File: config.mk
export PLATFORM = sky130hd
export DESIGN_NAME = can_tx_frame_sequencer_flat
export DESIGN_NICKNAME = d
export VERILOG_FILES = /design/src/rtl/can_tx_frame_sequencer_pkg.sv /design/src/rtl/can_tx_frame_sequencer_if.sv /design/src/rtl/can_tx_frame_sequencer_fifo.sv /design/src/rtl/can_tx_frame_sequencer.sv /design/src/flat_wrapper.sv
export SDC_FILE = /design/constraint.sdc
export NUM_CORES = 1
export LEC_CHECK = 0
export CAP_MARGIN = 20
export CORE_ASPECT_RATIO = 1.4
export CORE_MARGIN = 2
export CORE_UTILIZATION = 40
export DETAILED_ROUTE_END_ITERATION = 10
export HOLD_SLACK_MARGIN = 0.05
export PLACE_DENSITY_LB_ADDON = 0.2
export SYNTH_ARGS = -nofsm -noshare
export SYNTH_HDL_FRONTEND = slang
export SYNTH_SLANG_ARGS = --single-unit
File: constraint.sdc
create_clock -name OPB_CLK -period 10.9 [get_ports OPB_CLK]
set_input_delay 2.725 -clock OPB_CLK [delete_from_list [all_inputs] [get_ports OPB_CLK]]
set_output_delay 2.725 -clock OPB_CLK [all_outputs]
set_load 0.02 [all_outputs]
File: src/rtl/can_tx_frame_sequencer_pkg.sv
// Shared types and constants for the CAN TX frame sequencer.
// Holds the FSM encoding, the packed frame word (98 bits), CMD-word bit positions,
// the OPB read latency and helpers that build the ID and CMD register words.
package can_tx_frame_sequencer_pkg;

  localparam int FRAME_W       = 98;  // ide + id[28:0] + dlc[3:0] + data[63:0]
  localparam int OPB_RD_LAT    = 2;   // cycles from RE strobe to valid OPB_DI
  localparam int CMD_TXREQ_BIT = 0;   // transmit-request bit in CMD word
  localparam int CMD_DLC_LSB   = 4;   // clamped DLC sits in CMD[7:4]
  localparam int POLL_CNT_W    = 16;  // saturating status-poll counter

  typedef enum logic [3:0] {
    ST_IDLE,
    ST_POLL_RD,
    ST_POLL_WAIT,
    ST_GAP,
    ST_WR_ID,
    ST_WR_D0,
    ST_WR_D1,
    ST_WR_CMD,
    ST_DONE,
    ST_ABORT
  } seq_state_e;

  typedef struct packed {
    logic        ide;
    logic [28:0] id;
    logic [3:0]  dlc;
    logic [63:0] data;
  } frame_t;

  // Extended IDs go out whole; standard IDs keep only the 11 low bits.
  function automatic logic [31:0] id_word(input frame_t f);
    if (f.ide) return {1'b1, 2'b00, f.id};
    else       return {1'b0, 2'b00, 18'd0, f.id[10:0]};
  endfunction

  function automatic logic [3:0] dlc_clamp(input logic [3:0] dlc);
    return (dlc > 4'd8) ? 4'd8 : dlc;
  endfunction

  function automatic logic [31:0] cmd_word(input frame_t f);
    logic [31:0] w;
    w = '0;
    w[CMD_DLC_LSB +: 4] = dlc_clamp(f.dlc);
    w[CMD_TXREQ_BIT]    = 1'b1;
    return w;
  endfunction

endpackage

File: src/rtl/can_tx_frame_sequencer_if.sv
// Host frame handshake plus OPB master bus, bundled for the sequencer.
// Ports: frm_valid/frm_ready/frm_id/frm_ide/frm_dlc/frm_data (host side),
//        OPB_ADDR/OPB_DO/OPB_DI/OPB_WE/OPB_RE (wrapper side).
// master = sequencer view, slave = host/wrapper environment view.
interface can_tx_frame_sequencer_if;

  logic        frm_valid;
  logic        frm_ready;
  logic [28:0] frm_id;
  logic        frm_ide;
  logic [3:0]  frm_dlc;
  logic [63:0] frm_data;

  logic [31:0] OPB_ADDR;
  logic [31:0] OPB_DO;
  logic [31:0] OPB_DI;
  logic        OPB_WE;
  logic        OPB_RE;

  modport master (
    input  frm_valid, frm_id, frm_ide, frm_dlc, frm_data, OPB_DI,
    output frm_ready, OPB_ADDR, OPB_DO, OPB_WE, OPB_RE
  );

  modport slave (
    output frm_valid, frm_id, frm_ide, frm_dlc, frm_data, OPB_DI,
    input  frm_ready, OPB_ADDR, OPB_DO, OPB_WE, OPB_RE
  );

endinterface

File: src/rtl/can_tx_frame_sequencer_fifo.sv
// Synchronous frame FIFO (WIDTH x DEPTH, DEPTH a power of two) with occupancy output.
// Latency: pushed word visible at rd_dat the cycle after push; level updates same edge.
// Backpressure: full when level==DEPTH; a push while full is taken only alongside a pop.
// Ports: clk, rst_n (sync, active low), push/wr_dat, pop, rd_dat (head), full, empty, level.
module can_tx_frame_fifo #(
  parameter int WIDTH = 98,
  parameter int DEPTH = 4
) (
  input  logic                   clk,
  input  logic                   rst_n,
  input  logic                   push,
  input  logic [WIDTH-1:0]       wr_dat,
  input  logic                   pop,
  output logic [WIDTH-1:0]       rd_dat,
  output logic                   full,
  output logic                   empty,
  output logic [$clog2(DEPTH):0] level
);

  localparam int AW = $clog2(DEPTH);

  logic [WIDTH-1:0] mem [DEPTH];
  logic [AW-1:0]    wr_ptr;
  logic [AW-1:0]    rd_ptr;
  logic             do_push;
  logic             do_pop;

  assign full    = (level == (AW+1)'(DEPTH));
  assign empty   = (level == '0);
  assign do_pop  = pop & ~empty;
  assign do_push = push & (~full | do_pop);
  assign rd_dat  = mem[rd_ptr];

  // Storage carries no reset; only the pointers and level define validity.
  always_ff @(posedge clk) begin
    if (do_push) mem[wr_ptr] <= wr_dat;
  end

  // Pointers wrap naturally because DEPTH is a power of two.
  always_ff @(posedge clk) begin
    if (!rst_n) begin
      wr_ptr <= '0;
      rd_ptr <= '0;
      level  <= '0;
    end else begin
      if (do_push) wr_ptr <= wr_ptr + 1'b1;
      if (do_pop)  rd_ptr <= rd_ptr + 1'b1;
      case ({do_push, do_pop})
        2'b10:   level <= level + 1'b1;
        2'b01:   level <= level - 1'b1;
        default: level <= level;
      endcase
    end
  end

endmodule

File: src/rtl/can_tx_frame_sequencer.sv
// OPB master that buffers host CAN TX frames and writes each into the CAN wrapper
// (poll STAT until TX buffer free, then ID, DATA0, DATA1, CMD) with an idle gap after every access.
// Latency: 1+2+5*(GAP_CYCLES+1) cycles IDLE->tx_done when free on the first poll.
// Backpressure: frm_ready = FIFO not full; a frame stays at the FIFO head until done or aborted.
// Ports: OPB_CLK, OPB_RST_N (sync, active low); io (master modport: host frame handshake
//        and OPB bus); tx_done / tx_err one-cycle pulses; fifo_level occupancy.
// Build option: CAN_TXSEQ_RETRY_EN adds up to RETRY_MAX full polling rounds before tx_err.
module can_tx_frame_sequencer
  import can_tx_frame_sequencer_pkg::*;
#(
  parameter int          FIFO_DEPTH   = 4,
  parameter int          GAP_CYCLES   = 4,
  parameter int          POLL_TIMEOUT = 1024,
  parameter logic [31:0] ADDR_STAT    = 32'h0000_8010,
  parameter logic [31:0] ADDR_ID      = 32'h0000_0010,
  parameter logic [31:0] ADDR_D0      = 32'h0000_0014,
  parameter logic [31:0] ADDR_D1      = 32'h0000_0018,
  parameter logic [31:0] ADDR_CMD     = 32'h0000_001C,
  parameter int          FREE_BIT     = 0
`ifdef CAN_TXSEQ_RETRY_EN
  ,
  parameter int          RETRY_MAX    = 3
`endif
) (
  input  logic                        OPB_CLK,
  input  logic                        OPB_RST_N,
  can_tx_frame_sequencer_if.master    io,
  output logic                        tx_done,
  output logic                        tx_err,
  output logic [$clog2(FIFO_DEPTH):0] fifo_level
);

  localparam int               CNT_W    = 16;
  localparam logic [CNT_W-1:0] GAP_LOAD = CNT_W'(GAP_CYCLES - 1);
  localparam logic [CNT_W-1:0] RD_LOAD  = CNT_W'(OPB_RD_LAT - 1);

  seq_state_e             state_q, state_d;
  seq_state_e             gap_ret_q, gap_ret_d;  // where the current gap leads
  logic [CNT_W-1:0]       cnt_q, cnt_d;          // shared by read wait and gap
  logic [POLL_CNT_W-1:0]  polls_q, polls_d;
  logic [31:0]            addr_q, addr_d;
  logic [31:0]            wdat_q, wdat_d;
  logic                   gap_go;
`ifdef CAN_TXSEQ_RETRY_EN
  logic [7:0]             retry_q, retry_d;
`endif

  frame_t in_frame;
  frame_t head;
  logic   fifo_push;
  logic   fifo_pop;
  logic   fifo_full;
  logic   fifo_empty;
  logic   unused_di;

  // Only the FREE bit of the status word is acted on.
  assign unused_di = ^io.OPB_DI;

  assign in_frame     = {io.frm_ide, io.frm_id, io.frm_dlc, io.frm_data};
  assign io.frm_ready = ~fifo_full;
  assign fifo_push    = io.frm_valid & io.frm_ready;

  can_tx_frame_fifo #(
    .WIDTH (FRAME_W),
    .DEPTH (FIFO_DEPTH)
  ) u_fifo (
    .clk    (OPB_CLK),
    .rst_n  (OPB_RST_N),
    .push   (fifo_push),
    .wr_dat (in_frame),
    .pop    (fifo_pop),
    .rd_dat (head),
    .full   (fifo_full),
    .empty  (fifo_empty),
    .level  (fifo_level)
  );

  // Strobes and pulses decode straight from the registered state.
  assign io.OPB_RE   = (state_q == ST_POLL_RD);
  assign io.OPB_WE   = (state_q == ST_WR_ID) || (state_q == ST_WR_D0) ||
                       (state_q == ST_WR_D1) || (state_q == ST_WR_CMD);
  assign io.OPB_ADDR = addr_q;
  assign io.OPB_DO   = wdat_q;
  assign tx_done     = (state_q == ST_DONE);
  assign tx_err      = (state_q == ST_ABORT);

  always_comb begin
    state_d   = state_q;
    gap_ret_d = gap_ret_q;
    cnt_d     = cnt_q;
    polls_d   = polls_q;
    addr_d    = addr_q;
    wdat_d    = wdat_q;
    gap_go    = 1'b0;
    fifo_pop  = 1'b0;
`ifdef CAN_TXSEQ_RETRY_EN
    retry_d   = retry_q;
`endif

    unique case (state_q)
      ST_IDLE: begin
        if (!fifo_empty) begin
          polls_d = '0;
`ifdef CAN_TXSEQ_RETRY_EN
          retry_d = '0;
`endif
          addr_d  = ADDR_STAT;
          state_d = ST_POLL_RD;
        end
      end

      ST_POLL_RD: begin
        if (polls_q != '1) polls_d = polls_q + 1'b1;
        cnt_d   = RD_LOAD;
        state_d = ST_POLL_WAIT;
      end

      // Status is sampled on the last wait cycle, OPB_RD_LAT cycles after RE.
      ST_POLL_WAIT: begin
        if (cnt_q != '0) begin
          cnt_d = cnt_q - 1'b1;
        end else if (io.OPB_DI[FREE_BIT]) begin
          gap_go    = 1'b1;
          gap_ret_d = ST_WR_ID;
        end else if (32'(polls_q) < POLL_TIMEOUT) begin
          gap_go    = 1'b1;
          gap_ret_d = ST_POLL_RD;
`ifdef CAN_TXSEQ_RETRY_EN
        end else if (32'(retry_q) < RETRY_MAX) begin
          retry_d   = retry_q + 1'b1;
          polls_d   = '0;
          gap_go    = 1'b1;
          gap_ret_d = ST_POLL_RD;
`endif
        end else begin
          state_d = ST_ABORT;
        end
      end

      // Address/data for the next access load as the gap ends, so they are
      // already stable in the strobe cycle and hold afterwards.
      ST_GAP: begin
        if (cnt_q != '0) begin
          cnt_d = cnt_q - 1'b1;
        end else begin
          state_d = gap_ret_q;
          unique case (gap_ret_q)
            ST_POLL_RD: addr_d = ADDR_STAT;
            ST_WR_ID:  begin addr_d = ADDR_ID;  wdat_d = id_word(head);  end
            ST_WR_D0:  begin addr_d = ADDR_D0;  wdat_d = head.data[31:0];  end
            ST_WR_D1:  begin addr_d = ADDR_D1;  wdat_d = head.data[63:32]; end
            ST_WR_CMD: begin addr_d = ADDR_CMD; wdat_d = cmd_word(head); end
            default: ;
          endcase
        end
      end

      ST_WR_ID:  begin gap_go = 1'b1; gap_ret_d = ST_WR_D0;  end
      ST_WR_D0:  begin gap_go = 1'b1; gap_ret_d = ST_WR_D1;  end
      ST_WR_D1:  begin gap_go = 1'b1; gap_ret_d = ST_WR_CMD; end
      ST_WR_CMD: begin gap_go = 1'b1; gap_ret_d = ST_DONE;   end

      ST_DONE, ST_ABORT: begin
        fifo_pop = 1'b1;
        state_d  = ST_IDLE;
      end

      default: state_d = ST_IDLE;
    endcase

    if (gap_go) begin
      state_d = ST_GAP;
      cnt_d   = GAP_LOAD;
    end
  end

  always_ff @(posedge OPB_CLK) begin
    if (!OPB_RST_N) begin
      state_q   <= ST_IDLE;
      gap_ret_q <= ST_IDLE;
      cnt_q     <= '0;
      polls_q   <= '0;
      addr_q    <= '0;
      wdat_q    <= '0;
`ifdef CAN_TXSEQ_RETRY_EN
      retry_q   <= '0;
`endif
    end else begin
      state_q   <= state_d;
      gap_ret_q <= gap_ret_d;
      cnt_q     <= cnt_d;
      polls_q   <= polls_d;
      addr_q    <= addr_d;
      wdat_q    <= wdat_d;
`ifdef CAN_TXSEQ_RETRY_EN
      retry_q   <= retry_d;
`endif
    end
  end

endmodule

File: src/flat_wrapper.sv
// flat-port wrapper written by rule: the top's interface ports become plain ports
module can_tx_frame_sequencer_flat import can_tx_frame_sequencer_pkg::*;
#(
  parameter int          FIFO_DEPTH   = 4,
  parameter int          GAP_CYCLES   = 4,
  parameter int          POLL_TIMEOUT = 1024,
  parameter logic [31:0] ADDR_STAT    = 32'h0000_8010,
  parameter logic [31:0] ADDR_ID      = 32'h0000_0010,
  parameter logic [31:0] ADDR_D0      = 32'h0000_0014,
  parameter logic [31:0] ADDR_D1      = 32'h0000_0018,
  parameter logic [31:0] ADDR_CMD     = 32'h0000_001C,
  parameter int          FREE_BIT     = 0

)
  (OPB_CLK, OPB_RST_N, tx_done, tx_err, fifo_level, io_frm_valid, io_frm_id, io_frm_ide, io_frm_dlc, io_frm_data, io_OPB_DI, io_frm_ready, io_OPB_ADDR, io_OPB_DO, io_OPB_WE, io_OPB_RE);
  can_tx_frame_sequencer_if io_i ();
  input  logic OPB_CLK;
  input  logic OPB_RST_N;
  output logic tx_done;
  output logic tx_err;
  output logic [$clog2(FIFO_DEPTH):0] fifo_level;
  input wire logic [$bits(io_i.frm_valid)-1:0] io_frm_valid;
  input wire logic [$bits(io_i.frm_id)-1:0] io_frm_id;
  input wire logic [$bits(io_i.frm_ide)-1:0] io_frm_ide;
  input wire logic [$bits(io_i.frm_dlc)-1:0] io_frm_dlc;
  input wire logic [$bits(io_i.frm_data)-1:0] io_frm_data;
  input wire logic [$bits(io_i.OPB_DI)-1:0] io_OPB_DI;
  output wire logic [$bits(io_i.frm_ready)-1:0] io_frm_ready;
  output wire logic [$bits(io_i.OPB_ADDR)-1:0] io_OPB_ADDR;
  output wire logic [$bits(io_i.OPB_DO)-1:0] io_OPB_DO;
  output wire logic [$bits(io_i.OPB_WE)-1:0] io_OPB_WE;
  output wire logic [$bits(io_i.OPB_RE)-1:0] io_OPB_RE;
  assign io_i.frm_valid = io_frm_valid;
  assign io_i.frm_id = io_frm_id;
  assign io_i.frm_ide = io_frm_ide;
  assign io_i.frm_dlc = io_frm_dlc;
  assign io_i.frm_data = io_frm_data;
  assign io_i.OPB_DI = io_OPB_DI;
  assign io_frm_ready = io_i.frm_ready;
  assign io_OPB_ADDR = io_i.OPB_ADDR;
  assign io_OPB_DO = io_i.OPB_DO;
  assign io_OPB_WE = io_i.OPB_WE;
  assign io_OPB_RE = io_i.OPB_RE;
  can_tx_frame_sequencer #(.FIFO_DEPTH(FIFO_DEPTH), .GAP_CYCLES(GAP_CYCLES), .POLL_TIMEOUT(POLL_TIMEOUT), .ADDR_STAT(ADDR_STAT), .ADDR_ID(ADDR_ID), .ADDR_D0(ADDR_D0), .ADDR_D1(ADDR_D1), .ADDR_CMD(ADDR_CMD), .FREE_BIT(FREE_BIT)) u_core (.OPB_CLK(OPB_CLK), .OPB_RST_N(OPB_RST_N), .io(io_i), .tx_done(tx_done), .tx_err(tx_err), .fifo_level(fifo_level));
endmodule
==> out/results.ini, run 1 <==
[outcome]
status=completed

[route]
ant_nets=0
wl_mm=43.5
wl_met1_mm=17.4
drt-vias-per-instance=5.30
drcViolationCount=0
drtPass1Iterations=4
wl_met3_mm=2.18
drt_iter0_markers=608
num_vias=10400
highest-signal-layer=met5
avgRoutedWirePerCell_um=22.3
wl_met2_mm=22.7

[logic_synthesis]
netlist_instances=1133
ys_ff_latch=477
synth_top_cells_by_area=edfxtp_1 62%, mux4_2 11%, dfxtp_1 8.9%
synth_top_area_share_pct=61.8
ys_warn_count=0
yosysSeqAreaShare_pct=70.8
synth_area_per_cell_sq_um=16.8
synth_async_sr_flop_share_pct=0
synth-main-ff-cell=edfxtp_1
post-synth-top-area-cell=edfxtp_1
synthDistinctLibCells=72
synth-edff-count=392
synth_area_sq_um=19000

[place]
dp_hpwl_mm=27.0
port_buffers=145
place_ws_ns=5.51
place_congestion=0.754
placed_area_sq_um=21000

[critical_path]
cp.arrival_ns=2.41
crit_path_start_kind=register
rrSetupSlack_ns=6.70
cp_max_fo=11
end_kind=output pin
worst-setup-path-type=register to output pin
crit_required_ns=8.18

[hold_path]
min_path_type=register to register

[sta]
min_period_ns=5.14
tightest_slew_ns=1.05
skew_ns=0.0218
fin_ws_ns=5.76
setup_tns_ns=0
rsz0062_at_grt=no
period_share_pct=47.1
final-hold-violation-count=0
setup_viol=0
max_slew_margin_pct=30.1
fmax_mhz=195
drv_slew=0

[cts]
ctsHoldBuffers=0
ctsHtreeMaxLevel=2
ctsResizeCount=0
clk_latency_ns=0.56
cts_sinks=477
cts_root_buf=clkbuf_16
numCtsBuffers=48
cts.path.max_buffers=3
tritoncts=done
clk_pin_slew_worst_paths_ns=0.06
cts_setup_buffers=0

[pwr]
leakagePower_nw=7.27
vdd_drop_max_uv=141
power_density_nw_per_um2=199
power_mw=4.49

[die]
rows=94
ios=205
die_area_sq_um=49400
start_util_pct=40.5
fp.dieW_um=188
die_h_um=262
core_sq_um=47000

[flow_run]
drv_cap=0

[global_route]
overflow=0
grt_pass1_vias=10800
grt_antenna_before_repair=10
grt_first_pass_wirelength_mm=65.8
track_usage_pct=17.7
grt_max_degree=63

[finish]
drive_gt1_share_pct=15.7
final_area_sq_um=22600
area_growth_pct=18.7
fin_nets=1427

==> cells in the mapped netlist (3+ instances only) <==
library cell	count
a2111oi_0	3
a211oi_1	3
a21boi_0	6
a21oi_1	23
a22o_1	4
a22oi_1	9
and2_1	10
and3_1	13
buf_2	22
buf_4	33
clkbuf_1	28
dfxtp_1	85
edfxtp_1	392
ha_1	8
inv_1	37
mux2i_1	11
mux4_2	94
nand2_1	69
nand2b_1	3
nand3_1	31
nand4_1	7
nor2_1	39
nor2b_1	6
nor3_1	7
nor3b_1	7
nor4_1	6
o2111ai_1	17
o211ai_1	23
o21a_1	5
o21ai_0	37
o21ai_1	3
o221a_2	3
o22ai_1	4
o31ai_1	4
or3_1	15
or4_1	9
xnor2_1	5
xor2_1	11
==> path summary, 6_finish.rpt <==
path	startpoint	to	cells past startpoint
max	u_core.state_q[0]	io_OPB_RE	3
min	u_core.io.OPB_ADDR[4]	u_core.io.OPB_ADDR[4]	1
max reg2reg	register	u_core.io.OPB_DO[6]	6
min reg2reg	u_core.io.OPB_ADDR[4]	u_core.io.OPB_ADDR[4]	1
==> cell usage in the layout, fill, tap and decap left out, drive strengths merged, types with 7 or more instances in the layout <==
cell type	Yosys	layout
a22oi	9	9
clkbuf	28	67
conb	1	28
clkdlybuf4s50	0	144
nor2	39	39
nor3b	7	7
nand3	32	32
nor4	8	8
mux2i	11	11
nor3	9	9
inv	37	39
and3	13	13
ha	8	8
mux4	94	94
edfxtp	392	392
o21ai	40	40
nand2	69	69
dfxtp	85	85
or4	9	9
nand4	8	8
a21boi	7	7
xor2	11	11
and2	10	10
o2111ai	17	17
clkinv	0	18
or3	15	15
o211ai	23	23
buf	59	18
a21oi	23	23
==> logic make-up after synthesis <==
| group | count (synthesis) | synth area share (%) |
|---|---|---|
| buffers and inverters | 124 | 3.32 |
| AOI/OAI and AO/OA | 156 | 5.66 |
| adders and majority gates | 9 | 0.631 |
| other | 1 | 0.0197 |
| DFF | 477 | 70.8 |
| and+or+nand+nor | 244 | 7.09 |
| muxes | 106 | 11.8 |
| xor gates and xnor gates | 16 | 0.736 |
==> critical path, cell delays in order (launching register included) <==
cell and delay (ns):
dfxtp_1 0.54, or4b_4 0.64, inv_1 0.09, clkdlybuf4s50_1 0.60
==> per-stage QoR <==
step           instances  util (%)  hold slack, ns
3_3_place_gp        1858      44.7           0.454
4_1_cts             1949      48.0           0.482
3_5_place_dp        1859      44.7           0.468
2_1_floorplan       1160         -           0.456
5_1_grt             1951      48.0           0.501
6_report            1952      48.0           0.478
==> routing by layer <==
layer  track usage [%]  up-vias
li1                  -     4744
met1              21.2     5310
met2              31.9      205
met3              3.93       79
met4              5.82       14
met5                 0        -
==> power breakdown <==
part,switching (mW),internal (mW),total [mW]
combinational,0.465,0.260,0.726
clock,0.679,0.928,1.61
sequential,0.0657,2.09,2.16
total,1.21,3.28,4.49
==> cell type report <==
class / count / area, sq um
Clock inverter: 23 / 175
Antenna cell: 3 / 7.51
Tap cell: 624 / 781
Sequential cell: 477 / 13500
Fill cell: 4105 / 24400
Multi-Input combinational cell: 559 / 5080
Timing Repair Buffer: 162 / 1570
Inverter: 37 / 139
Clock buffer: 67 / 1370
==> flip-flops by register name, summed over array words and instances (netlist names), named ones only <==
| register | cells |
|---|---|
| u_core.gap_ret_q | 4 |
| u_core.u_fifo.mem | 392 |
| u_core.u_fifo.wr_ptr | 2 |
| u_core.u_fifo.rd_ptr | 2 |
| u_core.state_q | 4 |
| u_core.cnt_q | 16 |
| u_core.io.OPB_ADDR | 4 |
| u_core.u_fifo.level | 3 |
| u_core.polls_q | 16 |
| u_core.io.OPB_DO | 32 |
No activity file was read; power rests on OpenSTA's default activity.
==> run 2: changes to the inputs <==
Clock period 10.9 ns to 4.9 ns, I/O delays scaled along.
==> out/results.ini, run 2 (synthesis gave the netlist of run 1 again) <==
[outcome]
status=completed

[cts]
tritoncts=done
numCtsBuffers=47  ; -2.1%
cts_sinks=477  ; unchanged
ctsHtreeMaxLevel=2  ; unchanged
clk_latency_ns=0.57  ; about the same
ctsHoldBuffers=0  ; unchanged
ctsResizeCount=0  ; unchanged
cts_setup_buffers=0  ; unchanged
cts_root_buf=clkbuf_16
clk_pin_slew_worst_paths_ns=0.06  ; about the same
cts.path.max_buffers=3  ; unchanged

[finish]
final_common_cell=edfxtp_1
fillers=3989  ; -2.8%
area_growth_pct=19.5
most-common-layout-cells=392 x edfxtp_1, 144 x clkdlybuf4s50_1, 94 x mux4_2, 83 x dfxtp_1, 69 x nand2_1
drive_gt1_share_pct=15.9  ; +0.24 points
fin_nets=1429  ; +0.14%
fin_cells=1949  ; -0.15%
largest_register=u_core.u_fifo.mem
largest_reg_flops=392  ; unchanged

[sta]
period_share_pct=74.6
fmax_mhz=273
min_period_ns=3.66
rsz0062_at_grt=no
setup_tns_ns=0  ; unchanged
skew_ns=0.0147  ; -0.00708 ns
setup_viol=0  ; unchanged
final-hold-violation-count=0  ; unchanged
tightest_slew_ns=1.02  ; -0.0331 ns
drv_slew=0  ; unchanged
max_slew_margin_pct=32.2  ; +2.1 points

[die]
fp.dieW_um=188  ; unchanged
ios=205  ; unchanged
rows=94  ; unchanged
die_h_um=262  ; unchanged
core_sq_um=47000  ; unchanged
die_area_sq_um=49400  ; unchanged
start_util_pct=40.5  ; unchanged

[critical_path]
worstRegToRegCells=7  ; +1
end_kind=output pin
crit_path_start_kind=register
cp.arrival_ns=2.43  ; +0.02 ns
worst-setup-path-type=register to output pin
cp_max_fo=11  ; unchanged
crit_required_ns=3.67  ; -4.51 ns

[place]
dp_hpwl_mm=27.2  ; +0.45%
post-place-cells=1862  ; +0.16%
place_congestion=0.809  ; +7.3%
port_buffers=145  ; unchanged

[route]
wl_met1_mm=17.1  ; -1.8%
drcViolationCount=0  ; unchanged
avgRoutedWirePerCell_um=22.0  ; -1.4%
wl_met2_mm=22.4  ; -1.5%
highest-signal-layer=met5
drt_iter0_markers=562  ; -7.6%
ant_nets=0  ; unchanged
drtPass1Iterations=5  ; +1
wl_met3_mm=2.31  ; +6.2%
wl_mm=42.8  ; -1.6%
drt-vias-per-instance=5.26  ; -0.89%
num_vias=10200  ; -1.0%

[global_route]
grt_first_pass_wirelength_mm=64.3  ; -2.3%
grt_max_degree=94  ; +49%
grt_antenna_before_repair=6  ; -4
grt_pass1_vias=10600  ; -1.3%
track_usage_pct=17.5  ; -0.26 points
overflow=0  ; unchanged

[hold_path]
worstHoldPathCells=1  ; unchanged
min_path_type=register to register

[pwr]
power.switching_mw=2.68  ; +120%
clkPwrFrac_pct=36.5  ; +0.7 points
power_frac_seq_pct=47.3  ; -0.7 points
power_density_nw_per_um2=446  ; +120%
power.share.combinational_pct=16.2  ; about the same
p_sw_share_pct=26.4  ; -0.56 points
vdd_drop_max_uv=460  ; +230%
p_int_mw=7.47  ; +130%
power_mw=10.1  ; +130%
leakagePower_nw=7.31  ; +0.59%

[flow_run]
drv_cap=0  ; unchanged

## run 2: changes by cell type in the layout (fill, tap and decap cells not counted), sizes merged
cell	previous run	this run
diode	3	1
buf	18	21
clkinvlp	1	6
bufinv	2	7
clkinv	18	14
inv	39	37
clkbuf	67	59
## run 2: per-layer routing
layer  global-route usage (%)  vias to the layer above
li1                         -                     4752
met1                     20.6                     5191
met2                     31.5                      224
met3                     4.50                       65
met4                     5.43                       12
met5                        0                        -
## run 2: path summary, 6_finish.rpt
check	end	slack, ns	startpoint
min reg2reg	u_core.io.OPB_ADDR[4]	0.47	u_core.io.OPB_ADDR[4]
min	u_core.io.OPB_ADDR[4]	0.47	u_core.io.OPB_ADDR[4]
max reg2reg	u_core.io.OPB_DO[14]	1.79	u_core.cnt_q[0]
max	io_OPB_RE	1.24	u_core.state_q[0]
## run 2: worst max-delay path, stage by stage, from the launching register on
cell	delay (ns)
dfxtp_1	0.54
or4b_4	0.64
inv_1	0.08
clkdlybuf4s50_1	0.59
## run 2: stage by stage
stage                     area (sq um)  utilization, %  hold WS [ns]  setup WS, ns
after floorplan                  19100               -         0.456         0.898
after global placement           21100            44.9         0.454          1.61
after CTS                        22800            48.4         0.486          1.21
after detailed placement         21200            45.0         0.473          1.60
after global routing             22800            48.4         0.501          1.12
final                            22800            48.4         0.474          1.24
## run 2: cell type report
| type | count | area, sq um | share of cell area, % |
|---|---|---|---|
| multi-input cells | 559 | 5080 | 22.3 |
| repair buffers | 165 | 1680 | 7.38 |
| inverters | 37 | 139 | 0.610 |
| well taps | 624 | 781 | 3.43 |
| clock buffers | 59 | 1280 | 5.64 |
| flip-flops and latches | 477 | 13500 | 59.2 |
| diodes | 1 | 2.50 | 0.0110 |
| clock inverters | 27 | 314 | 1.38 |
## run 2: power groups by stage
stage / logic [mW] / registers [mW] / clock network [mW]
floorplan: 1.12 / 4.85 / 0
global placement: 1.64 / 4.87 / 0
detailed placement: 1.66 / 4.88 / 0
CTS: 1.67 / 4.79 / 3.80
global route: 1.79 / 4.82 / 3.95
finish: 1.65 / 4.79 / 3.70
